### config.mk
export PLATFORM = sky130hd
export DESIGN_NAME = nco_sweep_ctrl
export DESIGN_NICKNAME = d
export VERILOG_FILES = /design/src/rtl/nco_sweep_ctrl.sv
export SDC_FILE = /design/constraint.sdc
export NUM_CORES = 1
export LEC_CHECK = 0
export CORE_MARGIN = 3
export CORE_UTILIZATION = 50
export CTS_BUF_LIST = sky130_fd_sc_hd__clkbuf_16
export DETAILED_ROUTE_END_ITERATION = 8
export HOLD_SLACK_MARGIN = 0.03
export PLACE_DENSITY = 0.76
export SLEW_MARGIN = 10
export SYNTH_ARGS = -nofsm -noshare
export SYNTH_HDL_FRONTEND = slang
export SYNTH_SLANG_ARGS = --single-unit
### constraint.sdc
create_clock -name clk -period 14.9 [get_ports clk]
set_input_delay 2.98 -clock clk [delete_from_list [all_inputs] [get_ports clk]]
set_output_delay 2.98 -clock clk [all_outputs]
set_load 0.05 [all_outputs]
### src/rtl/nco_sweep_ctrl.sv
// ---------------------------------------------------------------------------
// nco_sweep_ctrl
//
// Sequencer for the 16-bit frequency control word of the sine NCO. Steps the
// word linearly from a start value to a stop value, holding every value for
// dwell+1 clocks. Supports one-shot, repeating sawtooth and continuous
// triangle sweeps (chirp / frequency-response stimulus). The NCO output
// frequency is clk/(control*256), so 16'hFFFF is the slowest rate.
//
// Ports:
//   clk         system clock, all state on the rising edge
//   reset       asynchronous active-low reset
//   start       one-cycle sweep request, honoured only while idle
//   abort       synchronous stop; control keeps its current value
//   mode        0 one-shot, 1 sawtooth repeat, 2 triangle, 3 behaves as 0
//   start_word  first control word of the sweep
//   stop_word   last control word of the sweep
//   step        magnitude of each increment/decrement
//   dwell       each word is held for dwell+1 cycles
//   control     registered control word to the NCO
//   busy        high while a sweep is running
//   done        one-cycle pulse when a one-shot sweep completes
// ---------------------------------------------------------------------------
module nco_sweep_ctrl #(
    parameter int CW = 16,
    parameter int DW = 16
) (
    input  logic          clk,
    input  logic          reset,
    input  logic          start,
    input  logic          abort,
    input  logic [1:0]    mode,
    input  logic [CW-1:0] start_word,
    input  logic [CW-1:0] stop_word,
    input  logic [CW-1:0] step,
    input  logic [DW-1:0] dwell,
    output logic [CW-1:0] control,
    output logic          busy,
    output logic          done
);

    localparam logic ST_IDLE  = 1'b0;
    localparam logic ST_DWELL = 1'b1;

    localparam logic [1:0] MODE_REPEAT   = 2'd1;
    localparam logic [1:0] MODE_TRIANGLE = 2'd2;

    localparam logic [DW-1:0] DWELL_ONE = DW'(1);
    localparam logic [CW-1:0] CTRL_SLOW = {CW{1'b1}};

    logic          state;
    logic [DW-1:0] dwell_cnt;
    logic          dir_up;
    // Set while a triangle sweep travels back from stop_word to start_word.
    logic          returning;

    logic [CW-1:0] cfg_start;
    logic [CW-1:0] cfg_stop;
    logic [CW-1:0] cfg_step;
    logic [DW-1:0] cfg_dwell;
    logic [1:0]    cfg_mode;

    logic [CW-1:0] end_word;
    logic [CW-1:0] turn_end;
    logic [CW-1:0] next_word;
    logic [CW-1:0] turn_word;

    // Upward step, saturating at end_w. The sum is one bit wider so that a
    // carry out of the word is caught instead of wrapping to a fast rate.
    // A zero step jumps straight to the end so the sweep cannot stall.
    function automatic logic [CW-1:0] step_up(
        input logic [CW-1:0] cur,
        input logic [CW-1:0] end_w,
        input logic [CW-1:0] stp
    );
        logic [CW:0] sum;
        sum = {1'b0, cur} + {1'b0, stp};
        if (stp == '0 || sum[CW] || sum[CW-1:0] >= end_w)
            return end_w;
        return sum[CW-1:0];
    endfunction

    // Downward step, saturating at end_w. Distance to the end is compared
    // against the step before subtracting, so no underflow can occur.
    function automatic logic [CW-1:0] step_down(
        input logic [CW-1:0] cur,
        input logic [CW-1:0] end_w,
        input logic [CW-1:0] stp
    );
        logic [CW-1:0] diff;
        if (stp == '0 || cur <= end_w)
            return end_w;
        diff = cur - end_w;
        if (diff <= stp)
            return end_w;
        return cur - stp;
    endfunction

    assign end_word  = returning ? cfg_start : cfg_stop;
    // At a triangle turn-around the target end and direction both flip, and
    // the first step back is taken on the same edge so the peak word is not
    // held for an extra dwell period.
    assign turn_end  = returning ? cfg_stop : cfg_start;
    assign next_word = dir_up ? step_up(control, end_word, cfg_step)
                              : step_down(control, end_word, cfg_step);
    assign turn_word = dir_up ? step_down(control, turn_end, cfg_step)
                              : step_up(control, turn_end, cfg_step);

    assign busy = (state == ST_DWELL);

    always_ff @(posedge clk or negedge reset) begin
        if (!reset) begin
            state     <= ST_IDLE;
            control   <= CTRL_SLOW;
            done      <= 1'b0;
            dwell_cnt <= '0;
            dir_up    <= 1'b1;
            returning <= 1'b0;
            cfg_start <= '0;
            cfg_stop  <= '0;
            cfg_step  <= '0;
            cfg_dwell <= '0;
            cfg_mode  <= '0;
        end else begin
            done <= 1'b0;
            if (abort) begin
                // Abort outranks everything, including a same-cycle start.
                state <= ST_IDLE;
            end else if (state == ST_IDLE) begin
                if (start) begin
                    cfg_start <= start_word;
                    cfg_stop  <= stop_word;
                    cfg_step  <= step;
                    cfg_dwell <= dwell;
                    cfg_mode  <= mode;
                    control   <= start_word;
                    dwell_cnt <= dwell;
                    dir_up    <= (stop_word >= start_word);
                    returning <= 1'b0;
                    state     <= ST_DWELL;
                end
            end else if (dwell_cnt != '0) begin
                dwell_cnt <= dwell_cnt - DWELL_ONE;
            end else if (control != end_word) begin
                control   <= next_word;
                dwell_cnt <= cfg_dwell;
            end else begin
                // End word reached after its full dwell.
                case (cfg_mode)
                    MODE_REPEAT: begin
                        control   <= cfg_start;
                        dwell_cnt <= cfg_dwell;
                    end
                    MODE_TRIANGLE: begin
                        returning <= ~returning;
                        dir_up    <= ~dir_up;
                        control   <= turn_word;
                        dwell_cnt <= cfg_dwell;
                    end
                    default: begin
                        state <= ST_IDLE;
                        done  <= 1'b1;
                    end
                endcase
            end
        end
    end

endmodule

Word level (Yosys, flattened, before mapping)
Index checks and enable logic that the tools add are counted.
{"block": "totals", "register_bits": 102, "out_inout_bits": 18, "word_cells": 103}
{"block": "classes", "addsub": 5, "magnitude_cmp": 7, "eq_ne": 8, "n_mux": 55, "bitwise_logic": 4, "n_reduce_logical": 13}
{"cell": "$mux 16", "count": 25}
{"cell": "$le 16x16->1", "count": 4}
{"cell": "$ge 16x16->1", "count": 3}
{"cell": "$sub 16x16->16", "count": 3}
{"cell": "$pmux 16 s2", "count": 1}
{"cell": "$mux 1", "count": 29}
{"cell": "$add 16x16->17", "count": 1}
{"cell": "$logic_not 16->1", "count": 1}
{"cell": "$ne 16x16->1", "count": 1}
{"cell": "$reduce_bool 16->1", "count": 1}
{"cell": "$sub 16x1->16 const B", "count": 1}
{"cell": "$reduce_and 3->1", "count": 2}
{"cell": "$logic_or 1x1->1", "count": 5}
{"cell": "$reduce_and 5->1", "count": 1}
{"cell": "$ne 2x2->1 const B", "count": 2}
{"cell": "$ne 4x1->1 const B", "count": 1}
{"cell": "$ne 4x2->1 const B", "count": 1}
{"cell": "$not 1->1", "count": 4}
{"cell": "$reduce_and 4->1", "count": 1}
{"cell": "$eq 2x1->1 const B", "count": 1}
{"cell": "$eq 2x2->1 const B", "count": 1}
{"cell": "$ne 2x1->1 const B", "count": 1}
{"cell": "$reduce_bool 2->1", "count": 1}
{"cell": "$reduce_or 2->1", "count": 1}

Depth between registers and ports, before layout
Gate-level depths: netlist (run 1).
{"block": "depth", "depth_word": 12, "ltp_mapped": 28}

Worst setup path before layout (run 1)
OpenSTA, ideal clock, no wires.
{"block": "synth_path", "path_type": "register to register", "start": "register returning", "end": "register control[3]", "setup_ps": 75, "t_arrival_ps": 5662, "slack_ps": 9163, "path_stages_with_launch": 24, "period_less_slack_ps": 5737, "cell_sequence": "dfrtp_1 clkbuf_1 buf_1 mux2i_1 ha_1 nor2b_1 o21ai_0 a21boi_0 or3_1 a21o_1 a221o_1 a21oi_1 xnor2_1 ha_1 a21o_1 a21o_1 a221o_1 a2111o_1 nand2_2 buf_4 mux2i_1 nand2_1 a311oi_1 a2bb2oi_1"}
{"block": "synth_via", "elab_chain_cells": 12, "word_cells_on_any_way": 43, "classes_between": "add/sub: 2; order compare: 6; eq/ne: 2; mux: 28; reduce/logical: 5"}
{"element": "start: declaration", "line": "55", "text": "logic returning;"}
{"element": "start signal: assignment", "line": "155", "text": "returning <= ~returning;"}
{"element": "$mux 16", "line": "103", "text": "assign turn_end = returning ? cfg_stop : cfg_start;"}
{"element": "$sub 16x16->16", "line": "93", "text": "diff = cur - end_w;"}
{"element": "$le 16x16->1", "line": "94", "text": "if (diff <= stp)"}
{"element": "$mux 1", "line": "94"}
{"element": "$mux 1", "line": "93"}
{"element": "$mux 16", "line": "96", "text": "return cur - stp;"}
{"element": "$mux 16", "line": "93"}
{"element": "$mux 16", "line": "106", "text": "assign turn_word = dir_up ? step_down(control, turn_end, cfg_step)"}
{"element": "$pmux 16 s2", "line": "149", "text": "case (cfg_mode)"}
{"element": "$mux 16", "line": "144", "text": "end else if (control != end_word) begin"}
{"element": "$mux 16", "line": "142", "text": "end else if (dwell_cnt != '0) begin"}
{"element": "$mux 16", "line": "129", "text": "end else if (state == ST_IDLE) begin"}
{"element": "end signal: assignment", "line": "136", "text": "control <= start_word;"}
{"element": "end signal: assignment", "line": "145", "text": "control <= next_word;"}
{"element": "end signal: assignment", "line": "151", "text": "control <= cfg_start;"}
{"element": "end: declaration", "line": "37", "text": "output logic [CW-1:0] control,"}
Parallel ways exist; a longest one is shown, timed or not. The select of a mux whose other input is x is not followed.
A chain may end at the register's enable or synchronous reset.

Final worst setup path (run 1)
{"block": "layout_path", "start": "register returning", "end": "register control[7]"}
Same word-level chain as after synthesis.

==> results of run 1 <==
## routing by layer
| metal | wire, um | track usage |
|---|---|---|
| met5 | 0 | 0 |
| met4 | 620 | 0.0673 |
| met3 | 2710 | 0.0355 |
| met2 | 14400 | 0.421 |
| met1 | 15100 | 0.397 |
## flip-flops by register name, indices dropped and copies added (netlist names)
name / cells
busy: 1
dir_up: 1
cfg_stop: 16
done: 1
cfg_dwell: 16
returning: 1
cfg_step: 16
dwell_cnt: 16
control: 16
cfg_mode: 2
cfg_start: 16
## cell type report
cell class,instances,share of cell area
flip-flops and latches,102,0.208
clock buffers,9,0.0182
well taps,275,0.0278
multi-input cells,1110,0.637
inverters,84,0.0254
repair buffers,98,0.0767
clock inverters,7,0.00676
## worst reg2reg max path, delay by kind of cell (launching register included)
kind | cells | cell delay [ns]
AOI/OAI and AO/OA | 11 | 2.63
and+or+nand+nor | 4 | 1.06
muxes | 2 | 0.97
DFF | 1 | 0.72
adders and majority gates | 2 | 0.62
xor gates and xnor gates | 1 | 0.14
## synth_stat cells (9+ instances only)
| cell type | count | area, sq um |
|---|---|---|
| nor2b_1 | 14 | 87.6 |
| or3_1 | 19 | 119 |
| mux2i_1 | 78 | 781 |
| nand2b_1 | 17 | 106 |
| o31ai_1 | 12 | 90.1 |
| o21a_1 | 9 | 67.6 |
| dfstp_2 | 17 | 447 |
| nand3_1 | 20 | 100 |
| inv_1 | 82 | 308 |
| dfrtp_1 | 85 | 2130 |
| ha_1 | 146 | 1830 |
| a221oi_1 | 11 | 96.3 |
| o21ai_0 | 109 | 546 |
| nor3_1 | 21 | 105 |
| clkbuf_1 | 38 | 143 |
| nor2_1 | 74 | 278 |
| a21o_1 | 37 | 278 |
| xor2_1 | 18 | 158 |
| nand2_1 | 215 | 807 |
| xnor2_1 | 43 | 377 |
| nand4_1 | 17 | 106 |
| a211oi_1 | 19 | 143 |
| a31oi_1 | 11 | 68.8 |
| a21oi_1 | 73 | 365 |
## worst paths after layout
path	slack, ns	to
min	0.48	cfg_dwell[6]
max in group asynchronous	11.00	cfg_mode[1]
min in group asynchronous	2.52	cfg_start[1]
max reg2reg	8.65	control[7]
min reg2reg	0.48	cfg_dwell[6]
max	8.65	control[7]
## cells by family (layout without fill, tap and decap cells)
kind of cell | after synthesis | after routing | share of synthesized area
muxes | 89 | 89 | 0.0825
xor gates and xnor gates | 61 | 61 | 0.0483
buffers and inverters | 143 | 198 | 0.0534
and+or+nand+nor | 450 | 450 | 0.196
DFF | 102 | 102 | 0.233
AOI/OAI and AO/OA | 360 | 360 | 0.215
adders and majority gates | 150 | 150 | 0.172
## where the power goes
group          switching [mW]  total [mW]  internal, mW
Clock                   0.123       0.257         0.133
Sequential             0.0698       0.400         0.330
Combinational           0.885        1.51         0.622
Total                    1.08        2.16          1.09
==> results.py, run 1 <==
metrics = {
    "run_status": {
        "status": "finished, final reports clean",
    },
    "critical_path": {
        "cp-end-kind": "flop",
        "crit_chain": "mux2i_1, ha_1, nor2b_1, o21ai_0, a21boi_0, or3_1, a21o_1, a221o_1, a21oi_1, xnor2_1, ha_1, a21o_1, a21o_1, a221o_1, a2111o_1, nand2_2, mux2_2, nand2_1, o21ai_0, a211oi_1",
        "critPathArrivalTime_ns": 6.52,
        "cp-startpoint": "returning",
        "rr_worst_depth": 20,
        "rr_startpoint": "returning",
        "slowest_delay_ns": 0.72,
        "critPathBufInv": 0,
        "cp_slowest_cell": "dfrtp_1",
        "cpMostUsedCell": "a21o_1",
        "crit_required_ns": 15.17,
        "cp.depth": 20,
        "crit_type": "flop to flop",
        "startpoint_type": "flop",
        "critPathMaxFanout": 19,
        "crit_family": "compound AO/OA/AOI/OAI gates",
    },
    "global_routing": {
        "grt_pass1_wl_mm": 52.1,
        "grt_usage": 0.270,
        "gr-total-overflow": 0,
        "antenna_found_initial": 0,
        "grt_pass1_vias": 9823,
        "grt_max_degree": 79,
    },
    "synth": {
        "ys_ff_latch": 102,
        "yosysUniqueCellTypes": 85,
        "synthFlopType": "dfrtp_1",
        "synthCells": 1355,
        "syn-cell-area_sq_um": 11100,
        "synthArstFlopShare": 1.00,
        "ys_warn_count": 0,
        "seq_area_frac_synth": 0.233,
        "synth_edf_count": 0,
        "syn_avg_cell_area_sq_um": 8.16,
        "syn_nets": 1575,
    },
    "drt": {
        "vias": 10300,
        "vias_per_cell": 6.12,
        "ant_nets": 0,
        "first_pass_iters": 5,
        "wirelength_mm": 32.9,
        "drt_iter0_markers": 955,
        "drc": 0,
        "avgRoutedWirePerCell_um": 19.5,
    },
    "clock_network": {
        "cts_tree": "done",
        "cts_root_buf": "clkbuf_16",
        "cts_buffer_depth": 2,
        "post_cts_buffers": 0,
        "htree_levels": 3,
        "cts_made_buffers": 9,
        "cts_num_sinks": 102,
        "cts-resized-gates": 0,
        "cts.clk_slew.worst_paths_ns": 0.08,
        "holdBufCountCts": 0,
        "clk_latency_ns": 0.37,
    },
    "cells_and_area": {
        "fin_util": 0.580,
        "multi_input_area_sq_um": 7900,
        "drive_gt1_frac": 0.0567,
        "layout_commonest_cell": "nand2_1",
        "antenna_cells": 0,
        "fillers": 1957,
        "finalNonFillerCells": 1685,
        "final_cell_mix": "nand2_1 (214), ha_1 (146), o21ai_0 (109), clkdlybuf4s50_1 (86), dfrtp_1 (85)",
        "fin_area_sq_um": 12400,
        "layout.nets": 1625,
        "area_growth_pct": 12.1,
        "seqCellArea_sq_um": 2570,
    },
    "power_and_ir_drop": {
        "p_per_area_nw_per_um2": 175,
        "leakage_nw": 5.61,
        "power_mw": 2.16,
        "ir_drop_uv": 89.0,
    },
    "timing": {
        "rsz0062_at_grt": "false",
        "worst_pin_slew_ns": 1.13,
        "period_share": 0.419,
        "slew_headroom": 0.246,
        "fin_skew_ns": 0.0199,
        "drv_slew": 0,
        "setup_viol": 0,
        "finalHoldViolations": 0,
        "layout_setup_ws_ns": 8.65,
        "tns_ns": 0,
        "finalCriticalPeriod_ns": 6.25,
        "finalHoldWorstSlack_ns": 0.478,
        "fmax_ghz": 0.160,
    },
    "placed_design": {
        "placed_area_sq_um": 12100,
        "port_buffers": 87,
        "place_hpwl_mm": 25.6,
        "gp_congestion": 0.961,
        "dp_slack_ns": 8.82,
        "dp.cells": 1669,
    },
    "floorplanning": {
        "dieWidth_um": 155,
        "floorplan.initialDensity": 0.518,
        "core_area_sq_um": 21400,
        "die_area_sq_um": 23900,
        "core.rowCount": 53,
        "die_y_um": 155,
        "ios": 88,
    },
    "run": {
        "maxCapViolations": 0,
    },
    "worst_hold_path": {
        "whs_path_depth": 2,
        "hold_class": "flop to flop",
        "min-delay-start": "cfg_dwell[6]",
    },
}
(Power assumes the default switching activity.)
==> run 2, diff against run 1 <==
- clock period: 14.9 -> 6 ns (I/O delays scaled with it)
==> run 2 against run 1 <==
  * Via count up 2.0%
  * Wire length up 4.5%
  * Die area unchanged
  * Setup slack worse by 8.3 ns
  * Sequential share of layout area down 0.43 points
  * Critical path depth unchanged
  * Largest power group unchanged
  * Highest routed layer unchanged
==> results.py, run 2 (synthesis results as in run 1) <==
metrics = {
    "power_and_ir_drop": {
        "p_per_area_nw_per_um2": 443,
        "p_sw_mw": 2.77,
        "seq_power_share": 0.178,
        "pwr-share-comb": 0.706,
        "power_mw": 5.61,
        "p_int_mw": 2.84,
        "ir_drop_uv": 218,
        "clock_power_share": 0.116,
        "leakage_nw": 5.76,
        "sw_frac_of_total": 0.494,
    },
    "timing": {
        "fin_skew_ns": 0.0185,
        "tns_ns": 0,
        "fmax_ghz": 0.178,
        "worst_pin_slew_ns": 1.17,
        "period_share": 0.937,
        "drv_slew": 0,
        "finalHoldViolations": 0,
        "layout_setup_ws_ns": 0.378,
        "slew_headroom": 0.222,
        "finalCriticalPeriod_ns": 5.62,
        "setup_viol": 0,
    },
    "floorplanning": {
        "die_y_um": 155,
        "floorplan.initialDensity": 0.518,
        "core.rowCount": 53,
        "dieWidth_um": 155,
        "core_area_sq_um": 21400,
        "ios": 88,
        "die_area_sq_um": 23900,
    },
    "critical_path": {
        "critPathMaxFanout": 18,
        "rr_startpoint": "returning",
        "r2r_slack_ns": 0.38,
        "cp-end-kind": "flop",
        "crit_type": "flop to flop",
        "startpoint_type": "flop",
        "rr_worst_depth": 20,
        "critPathArrivalTime_ns": 5.90,
        "r2r-end": "control[7]",
        "crit_required_ns": 6.28,
    },
    "drt": {
        "first_pass_iters": 6,
        "drt_iter0_markers": 1113,
        "avgRoutedWirePerCell_um": 20.0,
        "vias_per_cell": 6.14,
        "ant_nets": 0,
        "vias": 10500,
        "drc": 0,
        "wirelength_mm": 34.3,
    },
    "cells_and_area": {
        "area_growth_pct": 14.5,
        "fin_area_sq_um": 12700,
        "fillers": 1912,
        "final_cell_mix": "nand2_1 (214), ha_1 (146), o21ai_0 (108), clkdlybuf4s50_1 (86), dfrtp_1 (84)",
        "drive_gt1_frac": 0.0792,
        "layout.nets": 1655,
        "layout_commonest_cell": "nand2_1",
        "antenna_cells": 0,
    },
    "global_routing": {
        "grt_pass1_vias": 9957,
        "grt_usage": 0.284,
        "antenna_found_initial": 0,
        "gr-total-overflow": 0,
        "grt_max_degree": 64,
        "grt_pass1_wl_mm": 54.4,
    },
    "clock_network": {
        "htree_levels": 3,
        "holdBufCountCts": 0,
        "cts_num_sinks": 102,
        "clk_latency_ns": 0.37,
        "cts_root_buf": "clkbuf_16",
        "cts_made_buffers": 9,
        "cts.clk_slew.worst_paths_ns": 0.09,
        "cts_tree": "done",
        "cts_buffer_depth": 2,
    },
    "run_status": {
        "status": "finished, final reports clean",
    },
    "placed_design": {
        "port_buffers": 87,
        "dp_slack_ns": 0.176,
        "placed_area_sq_um": 12300,
        "place_hpwl_mm": 26.6,
        "gp_congestion": 0.983,
    },
    "run": {
        "maxCapViolations": 0,
    },
    "worst_hold_path": {
        "hold_class": "flop to flop",
        "min-delay-start": "cfg_dwell[13]",
        "whs_path_depth": 2,
        "min_to": "cfg_dwell[13]",
    },
}
==> run 2: worst max path at each step <==
stage,start,to,slack (ns),cells past startpoint
after floorplan,returning,control[3],0.26,23
after global placement,returning,control[12],0.44,25
after detailed placement,returning,control[12],0.18,25
after CTS,returning,control[12],0.15,25
after global routing,returning,control[1],-0.02,24
final,returning,control[7],0.38,20
==> run 2: timing repair <==
action                                  in CTS  in global routing
gates resized for setup                      0                  9
endpoints found under the setup margin       0                 16
hold endpoints to repair                     0                  0
setup buffers                                0                  5
==> run 2: through the flow <==
step / util / instances / hold slack [ns]
2_1_floorplan: - / 1355 / 0.446
3_3_place_gp: 0.575 / 1694 / 0.457
3_5_place_dp: 0.575 / 1694 / 0.462
4_1_cts: 0.589 / 1710 / 0.482
5_1_grt: 0.593 / 1715 / 0.512
6_report: 0.593 / 1715 / 0.480
==> run 2: power by group through the flow <==
stage | combinational, mW | sequential, mW | clock [mW]
after floorplan | 2.77 | 0.998 | 0
after global placement | 3.72 | 0.999 | 0
after detailed placement | 3.78 | 1.00 | 0
final | 3.96 | 0.999 | 0.648
after global routing | 4.32 | 1.02 | 0.679
after CTS | 3.81 | 0.989 | 0.651
==> run 2: area by class of cell <==
cell class | count | area (sq um) | area share
Multi-Input combinational cell | 1110 | 7940 | 0.627
Sequential cell | 102 | 2570 | 0.203
Timing Repair Buffer | 128 | 1180 | 0.0932
Tap cell | 275 | 344 | 0.0272
Inverter | 84 | 315 | 0.0249
Clock buffer | 9 | 225 | 0.0178
Clock inverter | 7 | 83.8 | 0.00662
==> run 2: worst max-delay path, stage by stage (launching register included) <==
cell	delay, ns
dfrtp_2	0.49
o21ai_0	0.45
ha_1	0.29
nor2b_1	0.05
o21ai_0	0.24
a21boi_0	0.18
or3_1	0.40
a21o_1	0.20
a221o_1	0.32
a21oi_1	0.17
xnor2_1	0.16
ha_1	0.27
a21o_1	0.18
a21o_1	0.16
a221o_1	0.34
a2111o_1	0.51
nand2_4	0.29
mux2_2	0.37
nand2_1	0.06
o21ai_0	0.10
a211oi_1	0.29
==> run 2: per-layer routing <==
layer  routed length [um]  GRT usage
met5                    0          0
met4                 1200      0.100
met3                 2910     0.0425
met2                14200      0.417
met1                16000      0.424
==> run 3, diff against run 2 <==
- GPL_TIMING_DRIVEN: unset -> 0
==> run 3 against run 2 <==
  * Flip-flop and latch count stayed put
  * Sequential power is 0.8% lower
  * First-iteration DRC count is 6.5% lower
  * Die area stayed put
  * Final cell count is 2.0% higher
  * Clock-buffer cell count stayed put
  * Setup slack worse by 0.35 ns
  * Critical path depth is 3 higher
==> results.py, run 3 (synthesis results as in run 1) <==
metrics = {
    "cells_and_area": {
        "finalNonFillerCells": 1749,
        "final_cell_mix": "nand2_1 (215), ha_1 (146), o21ai_0 (106), clkdlybuf4s50_1 (86), dfrtp_1 (84)",
        "area_growth_pct": 15.9,
        "fillers": 1956,
        "layout_commonest_cell": "nand2_1",
        "drive_gt1_frac": 0.0794,
        "layout.nets": 1689,
        "antenna_cells": 0,
    },
    "clock_network": {
        "cts_made_buffers": 9,
        "cts_root_buf": "clkbuf_16",
        "htree_levels": 3,
        "cts.clk_slew.worst_paths_ns": 0.08,
        "cts_tree": "done",
        "clk_latency_ns": 0.37,
        "cts_buffer_depth": 2,
        "cts_num_sinks": 102,
    },
    "timing": {
        "fin_skew_ns": 0.0178,
        "setup_viol": 0,
        "finalCriticalPeriod_ns": 5.97,
        "period_share": 0.995,
        "worst_pin_slew_ns": 0.830,
        "slew_headroom": 0.444,
        "finalHoldViolations": 0,
        "drv_slew": 0,
        "fmax_ghz": 0.167,
    },
    "floorplanning": {
        "dieWidth_um": 155,
        "ios": 88,
        "floorplan.initialDensity": 0.518,
        "core_area_sq_um": 21400,
        "core.rowCount": 53,
        "die_area_sq_um": 23900,
        "die_y_um": 155,
    },
    "global_routing": {
        "grt_pass1_vias": 10200,
        "grt_max_degree": 72,
        "gr-total-overflow": 0,
        "grt_pass1_wl_mm": 55.9,
        "grt_usage": 0.294,
        "antenna_found_initial": 0,
    },
    "power_and_ir_drop": {
        "leakage_nw": 5.79,
        "p_per_area_nw_per_um2": 438,
        "power_mw": 5.62,
        "ir_drop_uv": 236,
    },
    "drt": {
        "drc": 0,
        "drt_iter0_markers": 1041,
        "ant_nets": 0,
        "wirelength_mm": 35.8,
        "avgRoutedWirePerCell_um": 20.5,
        "vias_per_cell": 6.10,
        "first_pass_iters": 5,
        "vias": 10700,
    },
    "run": {
        "maxCapViolations": 0,
    },
    "placed_design": {
        "gp_congestion": 0.963,
        "dp.cells": 1718,
        "port_buffers": 87,
        "place_hpwl_mm": 28.9,
    },
    "critical_path": {
        "critPathArrivalTime_ns": 6.23,
        "crit_required_ns": 6.26,
        "startpoint_type": "flop",
        "critPathMaxFanout": 10,
        "crit_type": "flop to flop",
        "cp-end-kind": "flop",
    },
    "run_status": {
        "status": "finished, final reports clean",
    },
    "worst_hold_path": {
        "hold_class": "flop to flop",
    },
}
## run 3: area by class of cell
cell class	count	area, sq um	area share
well taps	275	344	0.0268
plain buffers	58	289	0.0225
flip-flops and latches	102	2570	0.201
inverters	84	315	0.0246
clock buffers	9	225	0.0176
multi-input cells	1110	7980	0.623
clock inverters	7	66.3	0.00517
repair buffers	104	1020	0.0796
## run 3: per-layer routing
metal | wire [um] | GRT usage
met1 | 16100 | 0.420
met2 | 15600 | 0.456
met3 | 2870 | 0.0425
met4 | 1230 | 0.105
met5 | 0 | 0
## run 3: report_power, final
group / switching, mW / internal, mW / total (mW) / leakage, nW
registers: 0.170 / 0.820 / 0.991 / 1.23
clock network: 0.307 / 0.292 / 0.599 / 0.141
logic: 2.30 / 1.73 / 4.03 / 4.41
total: 2.78 / 2.84 / 5.62 / 5.79
## run 3: worst max-delay path: stages, from the launching register on
cell and delay (ns):
dfrtp_2 0.45, buf_4 0.26, buf_4 0.28, mux2i_1 0.51, ha_1 0.36, nand3_1 0.17
o21bai_1 0.21, nand2_1 0.14, a21o_1 0.21, a21oi_1 0.24, o21bai_1 0.09, a21oi_1 0.18
xnor2_1 0.10, ha_1 0.30, nand4_1 0.17, or2_2 0.37, a21oi_1 0.18, a211oi_1 0.13
a2111oi_2 0.36, buf_4 0.27, mux2_2 0.35, o21ai_0 0.16, a21oi_1 0.07, a211oi_1 0.31
## run 3: stage by stage
step / hold WS (ns) / setup TNS (ns) / instance area, sq um / utilization / setup slack (ns)
after global routing: 0.517 / -0.0855 / 12800 / 0.600 / -0.0855
after global placement: 0.457 / -49.62 / 12300 / 0.575 / -1.47
after detailed placement: 0.462 / -21.93 / 12300 / 0.576 / -1.50
final: 0.477 / 0 / 12800 / 0.600 / 0.0275
after floorplan: 0.446 / 0 / 11100 / - / 0.263
after CTS: 0.482 / 0 / 12700 / 0.593 / 0.0191
## run 3: worst paths after layout
path                           endpoint  slack (ns)    startpoint  cells past startpoint
min reg2reg                cfg_dwell[6]        0.48  cfg_dwell[6]                      2
max reg2reg                  control[1]        0.03     returning                     23
max in group asynchronous   control[13]        4.57         reset                      2
max                          control[1]        0.03     returning                     23
min                        cfg_dwell[6]        0.48  cfg_dwell[6]                      2
min in group asynchronous  cfg_start[1]        0.72         reset                      1
## run 3: timing repair
action                                  4_1_cts  5_1_grt
setup buffers                                 1       15
pin swaps                                     1        4
endpoints found under the setup margin       16       16
resized for setup                            18       15
hold buffers                                  0        0
